===== config.mk =====
export PLATFORM = sky130hd
export DESIGN_NAME = wb_queue
export DESIGN_NICKNAME = d
export VERILOG_FILES = /design/src/rtl/wb_queue.sv
export SDC_FILE = /design/constraint.sdc
export NUM_CORES = 1
export LEC_CHECK = 0
export ABC_AREA = 1
export BUFFER_PORTS_ARGS = -buffer_cell sky130_fd_sc_hd__buf_4
export CORE_ASPECT_RATIO = 1.1
export CORE_MARGIN = 3
export CORE_UTILIZATION = 54
export CTS_CLUSTER_DIAMETER = 50
export DETAILED_ROUTE_END_ITERATION = 7
export MAX_ROUTING_LAYER = met4
export PLACE_DENSITY = 0.75
export SLEW_MARGIN = 20
export SYNTH_ARGS = -nofsm -noshare
export SYNTH_HDL_FRONTEND = slang
export SYNTH_SLANG_ARGS = --single-unit

===== constraint.sdc =====
create_clock -name clk -period 12.2 [get_ports clk]
set_input_delay 3.66 -clock clk [delete_from_list [all_inputs] [get_ports clk]]
set_output_delay 3.66 -clock clk [all_outputs]
set_load 0.005 [all_outputs]

===== src/rtl/wb_queue.sv =====
// Writeback queue: buffers register writes from the MEM stage and issues them in order
// to the register bank, tracking which registers still have writes pending.
module wb_queue #(
    parameter int unsigned ARQ   = 16,
    parameter int unsigned DEPTH = 4
) (
    input  logic           clk,
    input  logic           rst,
    input  logic           in_valid,
    output logic           in_ready,
    input  logic           in_wb_enable,
    input  logic [ARQ-1:0] in_result,
    input  logic [ARQ-1:0] in_imm,
    input  logic           in_sel_imm,
    input  logic [2:0]     in_dest,
    input  logic           wb_hold,
    output logic           wr_register,
    output logic [ARQ-1:0] wb_result,
    output logic [ARQ-1:0] wb_imm,
    output logic           wb_sel_imm,
    output logic [2:0]     wb_dest,
    output logic [7:0]     busy,
    output logic [2:0]     count
);

    localparam int unsigned PtrW = (DEPTH > 1) ? $clog2(DEPTH) : 1;
    localparam int unsigned CntW = $clog2(DEPTH + 1);
    localparam int unsigned NumRegs = 8;

    logic [PtrW-1:0] wr_ptr_q, wr_ptr_d;
    logic [PtrW-1:0] rd_ptr_q, rd_ptr_d;
    logic [CntW-1:0] count_q, count_d;
    logic [CntW-1:0] pend_q [NumRegs];
    logic [CntW-1:0] pend_d [NumRegs];

    logic [ARQ-1:0] result_mem [DEPTH];
    logic [ARQ-1:0] imm_mem    [DEPTH];
    logic           sel_mem    [DEPTH];
    logic [2:0]     dest_mem   [DEPTH];

    logic           full;
    logic           empty;
    logic           push;
    logic           pop;
    logic [2:0]     head_dest;

    function automatic logic [PtrW-1:0] ptr_inc(input logic [PtrW-1:0] p);
        return (p == PtrW'(DEPTH - 1)) ? '0 : p + 1'b1;
    endfunction

    assign full      = (count_q == CntW'(DEPTH));
    assign empty     = (count_q == '0);
    // Accepted offers without a real write are consumed here and never stored.
    assign push      = in_valid & ~full & in_wb_enable;
    assign pop       = ~empty & ~wb_hold;
    assign head_dest = dest_mem[rd_ptr_q];

    always_comb begin
        wr_ptr_d = wr_ptr_q;
        rd_ptr_d = rd_ptr_q;
        count_d  = count_q;
        if (push) begin
            wr_ptr_d = ptr_inc(wr_ptr_q);
        end
        if (pop) begin
            rd_ptr_d = ptr_inc(rd_ptr_q);
        end
        if (push && !pop) begin
            count_d = count_q + 1'b1;
        end else if (!push && pop) begin
            count_d = count_q - 1'b1;
        end
    end

    // A push and a pop hitting the same register in one cycle cancel out.
    always_comb begin
        for (int d = 0; d < NumRegs; d++) begin
            pend_d[d] = pend_q[d];
            if ((push && in_dest == 3'(d)) && !(pop && head_dest == 3'(d))) begin
                pend_d[d] = pend_q[d] + 1'b1;
            end else if (!(push && in_dest == 3'(d)) && (pop && head_dest == 3'(d))) begin
                pend_d[d] = pend_q[d] - 1'b1;
            end
        end
    end

    always_ff @(posedge clk) begin
        if (!rst) begin
            wr_ptr_q <= '0;
            rd_ptr_q <= '0;
            count_q  <= '0;
            for (int d = 0; d < NumRegs; d++) begin
                pend_q[d] <= '0;
            end
        end else begin
            wr_ptr_q <= wr_ptr_d;
            rd_ptr_q <= rd_ptr_d;
            count_q  <= count_d;
            for (int d = 0; d < NumRegs; d++) begin
                pend_q[d] <= pend_d[d];
            end
        end
    end

    // Storage holds no control state, so it is left out of reset.
    always_ff @(posedge clk) begin
        if (rst && push) begin
            result_mem[wr_ptr_q] <= in_result;
            imm_mem[wr_ptr_q]    <= in_imm;
            sel_mem[wr_ptr_q]    <= in_sel_imm;
            dest_mem[wr_ptr_q]   <= in_dest;
        end
    end

    // Outputs are forced to their idle values while reset is asserted.
    assign in_ready    = ~rst | ~full;
    assign wr_register = rst & pop;
    assign count       = rst ? 3'(count_q) : 3'd0;

    always_comb begin
        wb_result  = '0;
        wb_imm     = '0;
        wb_sel_imm = 1'b0;
        wb_dest    = '0;
        if (rst && !empty) begin
            wb_result  = result_mem[rd_ptr_q];
            wb_imm     = imm_mem[rd_ptr_q];
            wb_sel_imm = sel_mem[rd_ptr_q];
            wb_dest    = head_dest;
        end
    end

    always_comb begin
        busy = '0;
        for (int d = 0; d < NumRegs; d++) begin
            busy[d] = rst & (pend_q[d] != '0);
        end
    end

endmodule


* After elaboration in Yosys (flattened, before gate mapping)
Memories as Yosys holds them, arrays and structs flattened. A register that Yosys moved wholly into a read port is not among the register bits.
Index checks and enable logic that the tools add are counted.
** Storage, ports and cells
- Bits in writable memories :: 168
- Logic and storage cells :: 182
- Memories kept :: 5
- Flip-flop bits (word level) :: 7
- Output and inout port bits :: 49
** Cells by class
- Eq/ne operators :: 17
- Muxes and demuxes :: 45
- Bitwise gates (word level) :: 25
- Add/sub/neg operators :: 20
- Reduce and logical (&&, ||, !) cells :: 67
** Memory list
- imm_mem :: words 4, width 16, rd ports 1, clocked after memory_dff 1, wr ports 1, RTL line 37 : logic [ARQ-1:0] imm_mem [DEPTH];
- result_mem :: words 4, width 16, rd ports 1, clocked after memory_dff 1, wr ports 1, RTL line 36 : logic [ARQ-1:0] result_mem [DEPTH];
- pend_q :: words 8, width 3, rd ports 8, clocked after memory_dff 0, wr ports 8, RTL line 33 : logic [CntW-1:0] pend_q [NumRegs];
- dest_mem :: words 4, width 3, rd ports 1, clocked after memory_dff 1, wr ports 1, RTL line 39 : logic [2:0] dest_mem [DEPTH];
- sel_mem :: words 4, width 1, rd ports 1, clocked after memory_dff 1, wr ports 1, RTL line 38 : logic sel_mem [DEPTH];
** Operators with widths (count)
- 3-bit two-way mux :: 28
- 1-bit logical AND :: 36
- 16-bit two-way mux :: 2
- 3-bit by 1-bit adder with 3-bit output (second input constant) :: 9
- 3-bit equality test (second input constant) :: 9
- 3-bit by 1-bit subtractor with 3-bit output (second input constant) :: 9
- 3-bit nonzero test :: 8
- 2-bit two-way mux :: 10
- 1-bit zero test :: 19
- 1-bit bitwise AND :: 12
- 3-bit by 2-bit equality test with 1-bit output (second input constant) :: 4
- 3-bit zero test :: 3
- 1-bit OR :: 9
- 3-bit by 1-bit equality test with 1-bit output (second input constant) :: 2
- 1-bit two-way mux :: 5
- 2-bit by 1-bit adder with 2-bit output (second input constant) :: 2
- 2-bit equality test (second input constant) :: 2
- 1-bit inverter :: 4
- 2-bit nonzero test :: 1

* Longest topological paths before layout
- Word-level depth :: 10
- Mapped depth :: 18
- Depth with buffers taken out :: 16

* Worst setup path before layout
OpenSTA, ideal clock, no wires.
- Path type :: input -> output
- Start :: in rst
- End :: out wb_imm[12]
- Cell stages on the path :: 4
- Path buffers :: 2
- Slack :: 4303 ps
- Arrival :: 4237 ps
- Cell sequence :: buf_2 -> nand2_2 -> buf_2 -> a21oi_1
** On the way
- Word-level cells in the longest chain between the ends :: 2
** Ends and longest elaborated chain
- start, declared :: RTL line 8 : input logic rst,
- 1-bit logical AND :: RTL line 125 : if (rst && !empty) begin
- 16-bit two-way mux :: RTL line 125
- end, declared :: RTL line 19 : output logic [ARQ-1:0] wb_imm,
No other way between the ends.

* Worst setup path after layout
- Start :: in rst
- End :: out wb_imm[15]
Same word-level chain as after synthesis.

==> results.ini <==
[setup_path]
crit_path_frequent_cell=buf_4
r2r_cells=10
critical_path_buf_inv_count=2
cp_top_family=simple AND/OR/NAND/NOR gates
worstSetupEndpointType=output pin
rr_endpoint=pend_q[0][4]$_SDFFE_PN0P_
setup.worst_path.start=rst
rrSetupSlack_ns=8.94
slowest_delay_ns=0.56
cp_cell_sequence=buf_4 > nand2_2 > a21oi_1 > buf_4
cp-start-kind=input port
worstPathArrival_ns=5.12
required_ns=8.54
critical_path_class=input port to output pin
crit_path_top_delay_cell=nand2_2
crit_fanout=37

[die]
ios=90
die_area_mm2=0.0156
die_h_um=131
row_count=45
start_util=0.552
core_area_mm2=0.0139
fp.dieW_um=120

[logic_synthesis]
synth_edf_count=144
avgSynthCellArea_um2=10.5
synth_seq_area_share=0.651
ys_ff_latch=177
ys_types=28
yosysWarnings=0
dominantRegCellSynth=edfxtp_1
synthCells=728
synthArstFlopShare=0
synthesis.nets=792
netlist_top_cells_area=edfxtp_1 57%, nor2_1 9.4%, dfxtp_1 8.6%
synth_area_mm2=0.00765
yosysTopAreaCellShare=0.565
synth_area_leader_cell=edfxtp_1

[cells_and_area]
final_nets=874
syn2layout_area_growth_pct=18.6
final_common_cell=nor2_1
most-common-layout-cells=191 x nor2_1, 144 x edfxtp_1, 94 x buf_4
drive_gt1_frac=0.174
diodes=0
utilization=0.655

[sta]
maxSlewViolCount=0
rsz0062_at_grt=false
period_needed_ns=8.78
finalCritPeriodShare=0.720
tns_ns=0
final-setup-viol-count=0
fmax_mhz=114
fin_skew_ns=0.00700
finalHoldViolCount=0
relSlewSlack=0.367
tightest_slew_ns=0.950

[clock_tree]
cts_setup_buffers=0
cts_buffers=17
h-tree-depth=4
cts_root_buf=clkbuf_16
insertion_delay_ns=0.42
cts_tree=done
cts_buffer_depth=2
cts.clk_slew.worst_paths_ns=0.06
cts-resized-gates=0
postCtsHoldBufs=0
cts_sinks=177

[worst_hold_path]
min_from=rd_ptr_q[1]$_SDFFE_PN0P_
min_path_cells=2
hp-class=register to register

[placement]
portBuffers=89
gp_congestion=0.830
dp_hpwl_um=9730

[power]
p_leak_nw=3.49
powerDensity_mw_per_mm2=191
net-switching-power_uw=520
clkPwrFrac=0.331
power_frac_comb=0.253
power.share.switching=0.300
vdd_drop_max_mv=0.104
seq_power_share=0.416
p_int_mw=1.21

[drt]
drc=0
num_vias=5406
dr.pass1.iters=4
wire_per_inst_um=16.3
ant_nets=0
wirelength_um=16500
via_per_inst=5.35
drt_iter0_drc=392

[grt]
antenna_found_initial=0
grt_pass1_wl_um=25800
gr-total-overflow=0
grt_start_max_net_pins=74
grt_usage=0.221
first_global_vias=5416

[run]
maxCapViolCount=0

[status]
status=finished, final reports clean

flip-flops by register name, indices dropped and copies added, names as in the netlist, named ones only:
name,flops
count_q,3
dest_mem,12
imm_mem,64
pend_q,24
rd_ptr_q,2
result_mem,64
sel_mem,4
wr_ptr_q,2
synth_stat cells, types with 2 or more instances:
master and n:
a21oi_1 49, buf_1 2, ha_1 14, nor3b_1 3, edfxtp_1 144, nand3_2 2
o21ai_1 7, o21ai_0 73, fa_1 9, nand2_1 83, nand2_2 5, nor3_1 9
inv_1 49, dfxtp_1 33, xor2_1 4, buf_6 4, clkbuf_2 3, clkbuf_1 4
nor2_1 191, nor2_2 2, buf_4 3, buf_2 15, nand3_1 15
through the flow:
| stage | cells | power, mW | instance area (um2) | setup WS, ns | hold WS (ns) |
|---|---|---|---|---|---|
| after floorplan | 728 | 1.01 | 7650 | 4.30 | 0.459 |
| after global placement | 979 | 1.15 | 8440 | 3.50 | 0.465 |
| after detailed placement | 979 | 1.17 | 8440 | 3.43 | 0.488 |
| after CTS | 1011 | 1.75 | 9070 | 3.42 | 0.498 |
| after global routing | 1011 | 1.83 | 9070 | 3.31 | 0.534 |
| final | 1011 | 1.73 | 9070 | 3.42 | 0.500 |
layer usage:
layer  vias up  global-route usage  wire length (um)  share of wire
met4         0               0.104               272          0.017
li1       2604                   -                 -              -
met1      2600               0.251              6610           0.40
met3        23              0.0465               986          0.060
met2       179               0.379              8590           0.52
met5         -                   -                 0              0
worst reg2reg max path: cells and delay by family, from the launching register on:
kind,cells,cell delay (ns)
flops,1,0.95
compound gates,1,0.16
fa+ha+maj,2,0.62
buf+inv,2,0.70
simple gates,5,0.72
how the worst max path moves through the flow:
stage / end / slack (ns) / cells after the start
global route: wb_sel_imm / 3.31 / 4
finish: wb_imm[15] / 3.42 / 4
detailed placement: wb_sel_imm / 3.43 / 4
global placement: wb_sel_imm / 3.50 / 4
CTS: wb_imm[15] / 3.42 / 4
floorplan: wb_imm[12] / 4.30 / 4
final cells by class:
| class | instances | area (um2) |
|---|---|---|
| repair buffers | 94 | 706 |
| well taps | 188 | 235 |
| clock buffers | 20 | 457 |
| clock inverters | 12 | 181 |
| multi-input cells | 468 | 2310 |
| inverters | 52 | 200 |
| flip-flops and latches | 177 | 4990 |
| fillers | 1090 | 4780 |
power groups by stage:
stage	clock network (mW)	logic (mW)	registers, mW
after global placement	0	0.417	0.731
after CTS	0.582	0.443	0.721
final	0.574	0.439	0.721
after floorplan	0	0.290	0.721
after global routing	0.607	0.500	0.726
after detailed placement	0	0.438	0.734
kinds of logic after synthesis:
logic type | count (synthesis) | share of synthesized area
simple gates | 310 | 0.161
flops | 177 | 0.651
compound gates | 131 | 0.0865
buf+inv | 83 | 0.0497
fa+ha+maj | 23 | 0.0464
xor+xnor | 4 | 0.00458
Power figures use the tool's default switching activity.
